===== src/rtl/fpmu_pkg.sv =====
// rtl/fpmu_pkg.sv - FP16 field constants, encodings, state and operand-class types.
package fpmu_pkg;
   localparam int EXP_W  = 5;
   localparam int MANT_W = 11;
   localparam int BIAS   = 15;
   localparam int FRAC_W = MANT_W - 1;
   localparam int ACC_W  = 2 * MANT_W;

   localparam logic [15:0] FP16_QNAN = 16'h7E00;
   localparam logic [15:0] FP16_INF  = 16'h7C00;

   typedef enum logic [2:0] {
      ST_LOAD,
      ST_CHECK,
      ST_MUL,
      ST_NORM,
      ST_OUT_HI,
      ST_OUT_LO
   } state_t;

   typedef enum logic [1:0] {
      CLS_ZERO,
      CLS_NORMAL,
      CLS_INF,
      CLS_NAN
   } op_class_t;

   // Subnormals are flushed, so a zero exponent field always classifies as zero.
   function automatic op_class_t classify(input logic [15:0] v);
      if (v[FRAC_W +: EXP_W] == '0)
         return CLS_ZERO;
      else if (v[FRAC_W +: EXP_W] == '1)
         return (v[FRAC_W-1:0] == '0) ? CLS_INF : CLS_NAN;
      else
         return CLS_NORMAL;
   endfunction
endpackage


===== src/rtl/fpmu_shift_add_mul.sv =====
// rtl/fpmu_shift_add_mul.sv - iterative W x W shift-add mantissa multiplier, one bit per cycle.
module fpmu_shift_add_mul
   import fpmu_pkg::*;
#(
   parameter int W = MANT_W
) (
   input  logic             clk,
   input  logic             rst,
   input  logic             start,
   input  logic [W-1:0]     a,
   input  logic [W-1:0]     b,
   output logic [2*W-1:0]   acc,
   output logic             done
);
   localparam int IW = $clog2(W);
   localparam logic [IW-1:0] LAST = IW'(W - 1);

   logic [W-1:0]  ma;
   logic [W-1:0]  mb;
   logic [IW-1:0] iter;
   logic          running;

   always_ff @(posedge clk or posedge rst) begin
      if (rst) begin
         ma      <= '0;
         mb      <= '0;
         acc     <= '0;
         iter    <= '0;
         running <= 1'b0;
      end else if (start) begin
         ma      <= a;
         mb      <= b;
         acc     <= '0;
         iter    <= '0;
         running <= 1'b1;
      end else if (running) begin
         if (mb[iter])
            acc <= acc + ({{W{1'b0}}, ma} << iter);
         if (iter == LAST)
            running <= 1'b0;
         else
            iter <= iter + 1'b1;
      end
   end

   // High during the final accumulate cycle; acc is complete on the following cycle.
   assign done = running && (iter == LAST);
endmodule


===== src/rtl/fpmu_seq_ctrl.sv =====
// rtl/fpmu_seq_ctrl.sv - byte-serial FP16 multiply sequencer: load, classify, multiply, pack, return.
module fpmu_seq_ctrl
   import fpmu_pkg::*;
(
   input  logic       clk,
   input  logic       rst,
   input  logic [7:0] in_data,
   input  logic       in_valid,
   output logic       in_ready,
   output logic [7:0] out_data,
   output logic       out_valid,
   input  logic       out_ready,
   output logic       busy,
   output logic       ovf,
   output logic       unf
);
   state_t          state;
   state_t          state_next;
   logic [1:0]      byte_cnt;
   logic [31:0]     ops;
   logic [15:0]     result;

   logic [15:0]     op_a;
   logic [15:0]     op_b;
   op_class_t       cls_a;
   op_class_t       cls_b;
   logic            sign;
   logic            accept;
   logic            last_byte;
   logic            special;
   logic [15:0]     special_res;
   logic            mul_start;
   logic            mul_done;
   logic [ACC_W-1:0] acc;

   logic signed [6:0] e_raw;
   logic signed [6:0] e_adj;
   logic [FRAC_W-1:0] frac;
   logic [15:0]     norm_res;
   logic            norm_ovf;
   logic            norm_unf;

   assign op_a = ops[31:16];
   assign op_b = ops[15:0];
   assign cls_a = classify(op_a);
   assign cls_b = classify(op_b);
   assign sign = op_a[15] ^ op_b[15];

   assign in_ready  = (state == ST_LOAD);
   assign busy      = (state != ST_LOAD);
   assign out_valid = (state == ST_OUT_HI) || (state == ST_OUT_LO);
   assign accept    = in_ready && in_valid;
   assign last_byte = accept && (byte_cnt == 2'd3);

   fpmu_shift_add_mul #(.W(MANT_W)) u_mul (
      .clk   (clk),
      .rst   (rst),
      .start (mul_start),
      .a     ({1'b1, op_a[FRAC_W-1:0]}),
      .b     ({1'b1, op_b[FRAC_W-1:0]}),
      .acc   (acc),
      .done  (mul_done)
   );

   always_comb begin
      special     = 1'b1;
      special_res = FP16_QNAN;
      if ((cls_a == CLS_NAN) || (cls_b == CLS_NAN) ||
          (cls_a == CLS_INF && cls_b == CLS_ZERO) ||
          (cls_a == CLS_ZERO && cls_b == CLS_INF))
         special_res = FP16_QNAN;
      else if ((cls_a == CLS_INF) || (cls_b == CLS_INF))
         special_res = {sign, FP16_INF[14:0]};
      else if ((cls_a == CLS_ZERO) || (cls_b == CLS_ZERO))
         special_res = {sign, 15'd0};
      else
         special = 1'b0;
   end

   // Product of two [1,2) mantissas lies in [1,4); acc[21] selects the extra binade.
   always_comb begin
      e_raw = 7'({2'b00, op_a[FRAC_W +: EXP_W]}) + 7'({2'b00, op_b[FRAC_W +: EXP_W]}) - 7'(BIAS);
      e_adj = acc[ACC_W-1] ? e_raw + 7'sd1 : e_raw;
      frac  = acc[ACC_W-1] ? acc[ACC_W-2 -: FRAC_W] : acc[ACC_W-3 -: FRAC_W];
      norm_ovf = 1'b0;
      norm_unf = 1'b0;
      norm_res = {sign, e_adj[EXP_W-1:0], frac};
      if (e_adj >= 7'sd31) begin
         norm_ovf = 1'b1;
         norm_res = {sign, FP16_INF[14:0]};
      end else if (e_adj <= 7'sd0) begin
         norm_unf = 1'b1;
         norm_res = {sign, 15'd0};
      end
   end

   always_comb begin
      state_next = state;
      mul_start  = 1'b0;
      out_data   = 8'h00;
      case (state)
         ST_LOAD:   if (last_byte) state_next = ST_CHECK;
         ST_CHECK: begin
            if (special) begin
               state_next = ST_OUT_HI;
            end else begin
               state_next = ST_MUL;
               mul_start  = 1'b1;
            end
         end
         ST_MUL:    if (mul_done) state_next = ST_NORM;
         ST_NORM:   state_next = ST_OUT_HI;
         ST_OUT_HI: begin
            out_data = result[15:8];
            if (out_ready) state_next = ST_OUT_LO;
         end
         ST_OUT_LO: begin
            out_data = result[7:0];
            if (out_ready) state_next = ST_LOAD;
         end
         default:   state_next = ST_LOAD;
      endcase
   end

   always_ff @(posedge clk or posedge rst) begin
      if (rst)
         state <= ST_LOAD;
      else
         state <= state_next;
   end

   always_ff @(posedge clk or posedge rst) begin
      if (rst) begin
         byte_cnt <= 2'd0;
         ops      <= '0;
         result   <= '0;
         ovf      <= 1'b0;
         unf      <= 1'b0;
      end else begin
         if (accept) begin
            ops      <= {ops[23:0], in_data};
            byte_cnt <= byte_cnt + 2'd1;
         end
         if (last_byte) begin
            ovf <= 1'b0;
            unf <= 1'b0;
         end
         if (state == ST_CHECK && special)
            result <= special_res;
         if (state == ST_NORM) begin
            result <= norm_res;
            ovf    <= norm_ovf;
            unf    <= norm_unf;
         end
      end
   end
endmodule


===== config.mk =====
export PLATFORM = sky130hd
export DESIGN_NAME = fpmu_seq_ctrl
export DESIGN_NICKNAME = d
export VERILOG_FILES = /design/src/rtl/fpmu_pkg.sv /design/src/rtl/fpmu_shift_add_mul.sv /design/src/rtl/fpmu_seq_ctrl.sv
export SDC_FILE = /design/constraint.sdc
export NUM_CORES = 1
export LEC_CHECK = 0
export ABC_AREA = 1
export ABC_CLOCK_PERIOD_IN_PS = 6550
export CELL_PAD_IN_SITES_DETAIL_PLACEMENT = 0
export CELL_PAD_IN_SITES_GLOBAL_PLACEMENT = 2
export CORE_ASPECT_RATIO = 0.8
export CORE_MARGIN = 1
export CORE_UTILIZATION = 40
export CTS_CLUSTER_DIAMETER = 200
export CTS_CLUSTER_SIZE = 25
export DETAILED_ROUTE_END_ITERATION = 10
export DONT_BUFFER_PORTS = 1
export MAX_ROUTING_LAYER = met4
export PLACE_DENSITY_LB_ADDON = 0.1
export SYNTH_ARGS = -nofsm -noshare
export SYNTH_HDL_FRONTEND = slang
export SYNTH_HIERARCHICAL = 1
export SYNTH_SLANG_ARGS = --single-unit

===== constraint.sdc =====
create_clock -name clk -period 6.55 [get_ports clk]
set_input_delay 0.655 -clock clk [delete_from_list [all_inputs] [get_ports clk]]
set_output_delay 0.655 -clock clk [all_outputs]
set_load 0.01 [all_outputs]

After elaboration in Yosys (flattened, before gate mapping)
Index checks and enable logic that the tools add are counted.
Widths: inputs -> output; s select.
Operators by class
  bitwise logic cells: 1
  add/subtract/negate cells: 6
  reductions and logical operators: 27
  equality and inequality tests: 18
  order comparisons: 3
  multiplexer cells: 44
  shift operators: 1
Operators with widths (count)
  $mux 16: 5
  $mux 22: 3
  $mux 15: 2
  $add 22x22->22: 1
  $shl 11x4->22: 1
  $logic_not 10->1: 2
  $pmux 3 s6: 1
  $mux 1: 17
  $pmux 8 s2: 1
  $mux 3: 5
  $mux 4: 3
  $eq 2x2->1 const B: 5
  $eq 5x5->1 const B: 2
  $logic_not 5->1: 2
  $mux 10: 1
  $mux 2: 4
  $ne 2x2->1 const B: 4
  $reduce_bool 2->1: 4
  $add 7x2->7 const B: 1
  $ge 7x6->1 const B: 1
  $le 7x1->1 const B: 1
  $mux 7: 1
  $sub 6x4->7 const B: 1
  $add 5x5->6: 1
  17 further kinds: 31
Word-level totals
  register bits after elaboration: 104
  logic and storage cells: 111
  input bits: 12
  output and inout port bits: 13

Logic depth before layout (Yosys ltp)
Gate-level depths: netlist (run 1).
  depth in word-level cells: 13
  gate-level depth with buffers: 22
  depth with buffers taken out: 21

Hierarchy
The synthesis (run 1) kept the hierarchy.
By module, submodules not included
  fpmu_shift_add_mul: sequential area each 1226.2 µm², area each 3866.2 µm², cells each 610, times used 1
  fpmu_seq_ctrl: sequential area each 1376.3 µm², area each 3303.2 µm², cells each 445, times used 1

Worst setup path before layout (run 1)
OpenSTA, ideal clock, no wires.
  path kind: reg-to-reg
  from: reg u_mul.iter[0]
  to: reg u_mul.acc[20]
  period minus slack after synthesis: 2.601 ns
  setup time: 0.117 ns
  path slack: 3.949 ns
  data required time: 6.433 ns
  arrival time: 2.484 ns
  buffers on the path: 2
  stages on the path, launching flop included: 19
  path through: dfrtp_1 -> buf_2 -> buf_2 -> nand2_1 -> o21ai_0 -> or2_2 -> o21a_1 -> o21ai_0 -> o22ai_1 -> ha_1 -> nand2_1 -> inv_1 -> nand3_1 -> nor2_1 -> nand3b_1 -> nand3_1 -> nand2_1 -> nand3_1 -> nand2_1
On the way
  cells in the longest elaborated chain, start to end: 5
  elaborated cells between the ends (all ways): 9
  classes of those cells: add/sub (1); shift (1); mux (5); reduce/logical (2)
Ends and longest elaborated chain
  start: declaration: RTL line fpmu_shift_add_mul.sv:20  | logic [IW-1:0] iter;
  start signal: assignment: RTL line fpmu_shift_add_mul.sv:42  | iter <= iter + 1'b1;
  $shl 11x4->22: RTL line fpmu_shift_add_mul.sv:38  | acc <= acc + ({{W{1'b0}}, ma} << iter);
  $add 22x22->22: RTL line fpmu_shift_add_mul.sv:38
  $mux 22: RTL line fpmu_shift_add_mul.sv:37  | if (mb[iter])
  $mux 22: RTL line fpmu_shift_add_mul.sv:36  | end else if (running) begin
  $mux 22: RTL line fpmu_shift_add_mul.sv:30  | end else if (start) begin
  end signal: assignment: RTL line fpmu_shift_add_mul.sv:38
  end: declaration: RTL line fpmu_shift_add_mul.sv:12  | output logic [2*W-1:0] acc,
Parallel ways exist; a longest one is shown, timed or not. The select of a mux whose other input is x is not followed.
A chain may end at the register's enable or synchronous reset.

Worst setup path in the final report (run 1)
Ends and elaborated chain as after synthesis.

==> results of run 1 <==
[worst paths after layout]
path,startpoint,to,slack [ns],depth (start not counted)
setup reg to reg,u_mul/iter[0],u_mul/acc[20],3.11,14
hold reg to reg,u_mul/acc[4],u_mul/acc[4],0.48,2
setup / recovery,u_mul/iter[0],u_mul/acc[20],3.11,14
hold / removal,rst,u_mul/acc[17],0.34,2
min in group clk,in_data[2],ops[2],0.41,2
max in group asynchronous,rst,ops[16],5.70,2
[stage by stage]
step | utilization [%] | power [uW] | hold slack, ns | cell area [um2] | setup slack [ns]
6_report | 44.0 | 4300 | 0.336 | 7670 | 3.11
5_1_grt | 44.0 | 4760 | 0.393 | 7670 | 2.64
4_1_cts | 44.0 | 4330 | 0.376 | 7670 | 3.13
3_5_place_dp | 42.2 | 3730 | 0.463 | 7350 | 3.16
3_3_place_gp | 42.2 | 3750 | 0.459 | 7350 | 3.15
2_1_floorplan | - | 3110 | 0.442 | 7170 | 3.95
[cell families after synthesis]
logic type | count (synthesis) | share of synthesized area, %
AND/OR/NAND/NOR | 571 | 34.1
AO/OA/AOI/OAI | 145 | 11.3
buffers and inverters | 184 | 10.1
adder cells (fa/ha/maj) | 36 | 6.49
other | 1 | 0.0523
XOR/XNOR | 12 | 1.47
multiplexers | 2 | 0.279
flip-flops | 104 | 36.3
[layer usage]
| layer | up-vias | global-route usage, % |
|---|---|---|
| met1 | 2952 | 35.4 |
| met5 | - | - |
| met3 | 10 | 3.82 |
| li1 | 3309 | - |
| met4 | 0 | 3.53 |
| met2 | 95 | 28.6 |
[flip-flops by register name (all words and copies together), names as in the netlist]
signal	flops
ops	32
unf	1
u_mul/ma	11
result	16
u_mul/iter	4
state	3
u_mul/running	1
u_mul/acc	22
byte_cnt	2
ovf	1
u_mul/mb	11
[power by group through the flow]
stage	clock, uW	combinational, uW	sequential, uW
detailed placement	0	2560	1180
floorplan	0	2060	1050
global placement	0	2570	1170
finish	573	2560	1160
global route	618	2940	1210
CTS	593	2570	1170
[layout make-up]
class                      instances  share of cell area [%]
clock buffer                       9                    2.94
timing repair buffer               4                   0.392
multi-input combinational        768                    50.2
clock inverter                     7                    1.22
inverter                         155                    7.59
sequential                       104                    33.9
tap                              225                    3.67
[synthesized netlist by cell type (6+ instances only)]
cell	n	area, um2
buf_2	6	30.0
a21oi_1	19	95.1
xor2_1	9	78.8
nand4_1	13	81.3
nor3_1	9	45.0
nand2_1	366	1370
nand3_1	64	320
o21ai_0	89	445
nand3b_1	9	67.6
o22ai_1	8	50.1
inv_2	9	33.8
dfrtp_1	104	2600
ha_1	34	425
inv_1	145	544
nor2_1	79	297
o21ai_2	10	87.6
nand2_2	13	81.3
clkbuf_1	15	56.3
[critical path, stage by stage, from the launching register on]
cell	delay, ns
dfrtp_1	0.83
inv_1	0.31
nand2_1	0.15
a31oi_1	0.12
o21ai_0	0.27
o22ai_1	0.14
ha_1	0.38
a21oi_1	0.22
a21boi_0	0.42
nand2_1	0.11
nand2_1	0.11
nand3_1	0.07
nand2_1	0.06
nand3_1	0.08
nand2_1	0.11
==> results.py, run 1 <==
metrics = {
    "cells_and_area": {
        "fillers": 1916,
        "drive_above_1_share_pct": 6.78,
        "instances_no_fill": 1272,
        "final_common_cell": "nand2_1",
        "antenna_cells": 0,
        "area_growth_pct": 6.95,
        "layout.nets": 1090,
        "multiInputGateArea_mm2": 0.00385,
        "layout_common_cells": "nand2_1 (366), inv_1 (143), dfrtp_1 (104)",
        "area.sequential_mm2": 0.00260,
    },
    "power": {
        "powerDensity_mw_per_mm2": 561,
        "leakage_uw": 0.00403,
        "combinationalPowerShare_pct": 59.6,
        "power_switching_uw": 2280,
        "p_clk_share_pct": 13.3,
        "vdd_drop_max_mv": 0.329,
        "switching_share_pct": 53.1,
        "internal_power_uw": 2020,
        "seq_power_share_pct": 27.1,
    },
    "timing": {
        "timing.final.crit_period_ns": 3.44,
        "skew_ns": 0.0175,
        "rsz0062_at_grt": "false",
        "final_max_slew_viol_count": 0,
        "post-route-period-util_pct": 52.6,
        "setup_viol": 0,
        "max_freq_ghz": 0.290,
        "tns_ns": 0,
        "finalHoldViolCount": 0,
        "slew_headroom_pct": 29.0,
        "worstMarginPinSlew_ns": 1.06,
    },
    "global_routing": {
        "grt_pass1_vias": 5725,
        "grt-ovfl-total": 0,
        "grt_max_degree": 56,
        "grt_pass1_wl_um": 30600,
        "antenna_found_initial": 0,
        "gr-usage-all-layers_pct": 22.2,
    },
    "routing": {
        "wl_per_cell_um": 14.9,
        "viasPerCell": 5.00,
        "drtAntennaViolNets": 0,
        "m1WireLength_um": 10800,
        "drcViolationCount": 0,
        "vias": 6366,
        "wl_met3_um": 745,
        "dr.pass1.iters": 5,
        "top_layer": "met4",
        "dr_wl_met2_um": 7270,
        "wl_um": 18900,
        "drt-initial-drc-count": 333,
    },
    "logic_synthesis": {
        "syn_area_mm2": 0.00717,
        "ys_types": 45,
        "yosysWarnings": 6,
        "synthArstFlopShare_pct": 100,
        "synth_edf_count": 0,
        "synth-main-ff-cell": "dfrtp_1",
        "synthCells": 1055,
        "synth_seq_cells": 104,
        "yosysSeqAreaShare_pct": 36.3,
        "syn_area_per_cell_um2": 6.80,
    },
    "cts": {
        "clockBufferDepth": 2,
        "worstSkewPairLatency_ns": 0.36,
        "post_cts_resized": 0,
        "path_clk_slew_ns": 0.09,
        "cts_tree": "done",
        "cts_buffers": 9,
        "postCtsSetupRepairBufs": 0,
        "htreeDepth": 3,
        "clock-sinks": 104,
        "cts_root_buffer": "clkbuf_16",
        "hold_buffers": 0,
    },
    "critical_path": {
        "cp-end-kind": "flop",
        "start_kind": "flop",
        "cp.arrival_ns": 3.74,
        "worst-setup-path-type": "flop to flop",
        "crit_fanout": 28,
        "crit_required_ns": 6.85,
    },
    "die": {
        "ios": 25,
        "fp-row-count": 43,
        "die-area_mm2": 0.0185,
        "fp.coreArea_mm2": 0.0174,
        "die_x_um": 152,
        "start_util_pct": 41.1,
        "dieHeight_um": 122,
    },
    "run_status": {
        "outcome": "finished, final reports clean",
    },
    "placement": {
        "dp.cells": 1256,
        "hpwl_um": 14500,
        "gp_congestion": 0.857,
        "port_buffers": 0,
    },
    "run": {
        "drv_cap": 0,
    },
    "worst_hold_path": {
        "hold_class": "input pin to async pin",
    },
}
(Power assumes the default switching activity.)
==> run 2, diff against run 1 <==
--- a/config.mk
+++ b/config.mk
@@ -6,12 +6,12 @@
 export NUM_CORES = 1
 export LEC_CHECK = 0
 export ABC_AREA = 1
-export ABC_CLOCK_PERIOD_IN_PS = 6550
+export ABC_CLOCK_PERIOD_IN_PS = 3500
 export CELL_PAD_IN_SITES_DETAIL_PLACEMENT = 0
 export CELL_PAD_IN_SITES_GLOBAL_PLACEMENT = 2
 export CORE_ASPECT_RATIO = 0.8
 export CORE_MARGIN = 1
-export CORE_UTILIZATION = 40
+export CORE_UTILIZATION = 37
 export CTS_CLUSTER_DIAMETER = 200
 export CTS_CLUSTER_SIZE = 25
 export DETAILED_ROUTE_END_ITERATION = 10
==> constraint.sdc (replaced) <==
create_clock -name clk -period 3.5 [get_ports clk]
set_input_delay 0.35 -clock clk [delete_from_list [all_inputs] [get_ports clk]]
set_output_delay 0.35 -clock clk [all_outputs]
set_load 0.01 [all_outputs]
==> run 2 against run 1 <==
  * Register-to-register slack worse by 2.8 ns
  * Clock-buffer cell count is the same
  * Global-route usage decreased by 0.42 points
  * Sequential share of layout area fell by 0.76 points
  * Highest routed layer unchanged
  * Clock skew fell by 0.0023 ns
  * Setup slack worse by 2.8 ns
  * Non-clock buffer count grew 17
  * First-iteration DRC count grew 48%
  * Fmax grew 6.4%
  * Via count is 0.64% lower
  * Sequential power is 81% higher
  * Worst hold slack worse by 0.24 ns
  * Largest cell class unchanged
==> results.py, run 2 (synthesis gave the netlist of run 1 again) <==
metrics = {
    "cts": {
        "worstSkewPairLatency_ns": 0.37,
        "clock-sinks": 104,
        "cts_root_buffer": "clkbuf_16",
        "htreeDepth": 3,
        "clockBufferDepth": 2,
        "cts_buffers": 9,
        "path_clk_slew_ns": 0.09,
        "cts_tree": "done",
    },
    "placement": {
        "port_buffers": 0,
        "hpwl_um": 15200,
        "gp_congestion": 0.901,
        "dp.cells": 1305,
    },
    "worst_hold_path": {
        "hp-start": "in_data[0]",
        "holdPathEnd": "ops[0]",
        "whs_path_depth": 2,
        "hold_class": "input pin to flop",
    },
    "routing": {
        "drcViolationCount": 0,
        "drt-initial-drc-count": 493,
        "dr.pass1.iters": 5,
        "vias": 6325,
        "wl_per_cell_um": 14.9,
        "wl_um": 19700,
        "drtAntennaViolNets": 0,
        "viasPerCell": 4.78,
    },
    "global_routing": {
        "grt_max_degree": 48,
        "grt_pass1_wl_um": 32400,
        "grt-ovfl-total": 0,
        "grt_pass1_vias": 5889,
        "gr-usage-all-layers_pct": 21.7,
        "antenna_found_initial": 0,
    },
    "die": {
        "die-area_mm2": 0.0199,
        "dieHeight_um": 127,
        "fp-row-count": 45,
        "die_x_um": 158,
        "fp.coreArea_mm2": 0.0190,
        "start_util_pct": 37.8,
        "ios": 25,
    },
    "timing": {
        "skew_ns": 0.0152,
        "tns_ns": 0,
        "final_max_slew_viol_count": 0,
        "timing.final.crit_period_ns": 3.24,
        "worstMarginPinSlew_ns": 0.712,
        "setup_viol": 0,
        "slew_headroom_pct": 52.5,
        "rsz0062_at_grt": "false",
        "max_freq_ghz": 0.309,
        "post-route-period-util_pct": 92.5,
        "finalHoldViolCount": 0,
    },
    "cells_and_area": {
        "final_common_cell": "nand2_1",
        "layout.nets": 1107,
        "drive_above_1_share_pct": 8.27,
        "regMostFlops": "ops",
        "antenna_cells": 0,
        "area_growth_pct": 9.46,
        "largestRegisters": "ops (32), u_mul/acc (22), result (16)",
        "instances_no_fill": 1322,
        "largest_reg_flops": 32,
        "layout_common_cells": "nand2_1 (366), inv_1 (143), dfrtp_1 (103)",
    },
    "critical_path": {
        "crit-reg2reg-launch": "u_mul/iter[0]",
        "crit_required_ns": 3.75,
        "r2r-end": "u_mul/acc[20]",
        "cp.arrival_ns": 3.49,
        "reg2reg_slack_ns": 0.26,
        "cp-end-kind": "flop",
        "crit_fanout": 21,
        "worst-setup-path-type": "flop to flop",
        "start_kind": "flop",
        "r2r_cells": 16,
    },
    "power": {
        "powerDensity_mw_per_mm2": 1050,
        "leakage_uw": 0.00411,
        "vdd_drop_max_mv": 0.330,
    },
    "run_status": {
        "outcome": "finished, final reports clean",
    },
    "run": {
        "drv_cap": 0,
    },
}
run 2: timing repair:
item / CTS / global route
endpoints found under the setup margin: 0 / 2
gates resized for setup: 0 / 1
hold endpoints to repair: 26 / 0
hold buffers: 1 / 0
buffers inserted: 0 / 0
run 2: worst max path at each step:
| stage | startpoint | endpoint | slack (ns) | depth (start not counted) |
|---|---|---|---|---|
| 4_1_cts | u_mul/iter[0] | u_mul/acc[20] | 0.14 | 15 |
| 6_report | u_mul/iter[0] | u_mul/acc[20] | 0.26 | 16 |
| 2_1_floorplan | u_mul/iter[0] | u_mul/acc[20] | 0.90 | 18 |
| 3_5_place_dp | u_mul/iter[0] | u_mul/acc[20] | 0.18 | 15 |
| 5_1_grt | u_mul/iter[0] | u_mul/acc[20] | 0.05 | 15 |
| 3_3_place_gp | u_mul/iter[0] | u_mul/acc[20] | 0.08 | 15 |
run 2: area by class of cell:
class | instances | area (um2)
Inverter | 155 | 582
Fill cell | 2126 | 11100
Clock inverter | 7 | 101
Tap cell | 258 | 323
Clock buffer | 9 | 225
Multi-Input combinational cell | 768 | 3850
Timing Repair Buffer | 21 | 160
Sequential cell | 104 | 2600
run 2: layer usage:
| metal | vias to the layer above | wire [um] | share of wire [%] | global-route usage, % |
|---|---|---|---|---|
| met2 | 108 | 7550 | 38 | 28.1 |
| met4 | 0 | 108 | 0.55 | 3.60 |
| met5 | - | 0 | 0 | - |
| met3 | 9 | 781 | 4.0 | 3.38 |
| met1 | 2873 | 11300 | 57 | 34.8 |
| li1 | 3335 | - | - | - |
run 2: report_power, final:
part	total, uW	switching, uW	internal (uW)
clock network	1100	570	529
logic	5030	3370	1660
registers	2100	397	1700
run 2: critical path: stages (launching register included):
cell	delay [ns]
dfrtp_2	0.53
nand2_1	0.10
o21ai_0	0.10
or2_2	0.29
o21a_1	0.12
o21ai_0	0.27
o22ai_1	0.17
ha_1	0.39
nand2_1	0.10
inv_1	0.09
nand3_1	0.17
nor2_1	0.28
nand3b_1	0.20
nand3_1	0.13
nand2_1	0.05
nand3_1	0.07
nand2_1	0.05
run 2: metrics by stage:
stage / util, % / hold WS [ns] / worst slack, ns / total power [uW] / area, um2
finish: 41.4 / 0.100 / 0.262 / 8230 / 7850
global placement: 39.6 / 0.270 / 0.0849 / 7200 / 7510
CTS: 41.4 / 0.0866 / 0.142 / 8300 / 7850
global route: 41.4 / 0.0963 / 0.0490 / 9150 / 7850
detailed placement: 39.6 / 0.278 / 0.184 / 7160 / 7510
floorplan: - / 0.442 / 0.899 / 5830 / 7170
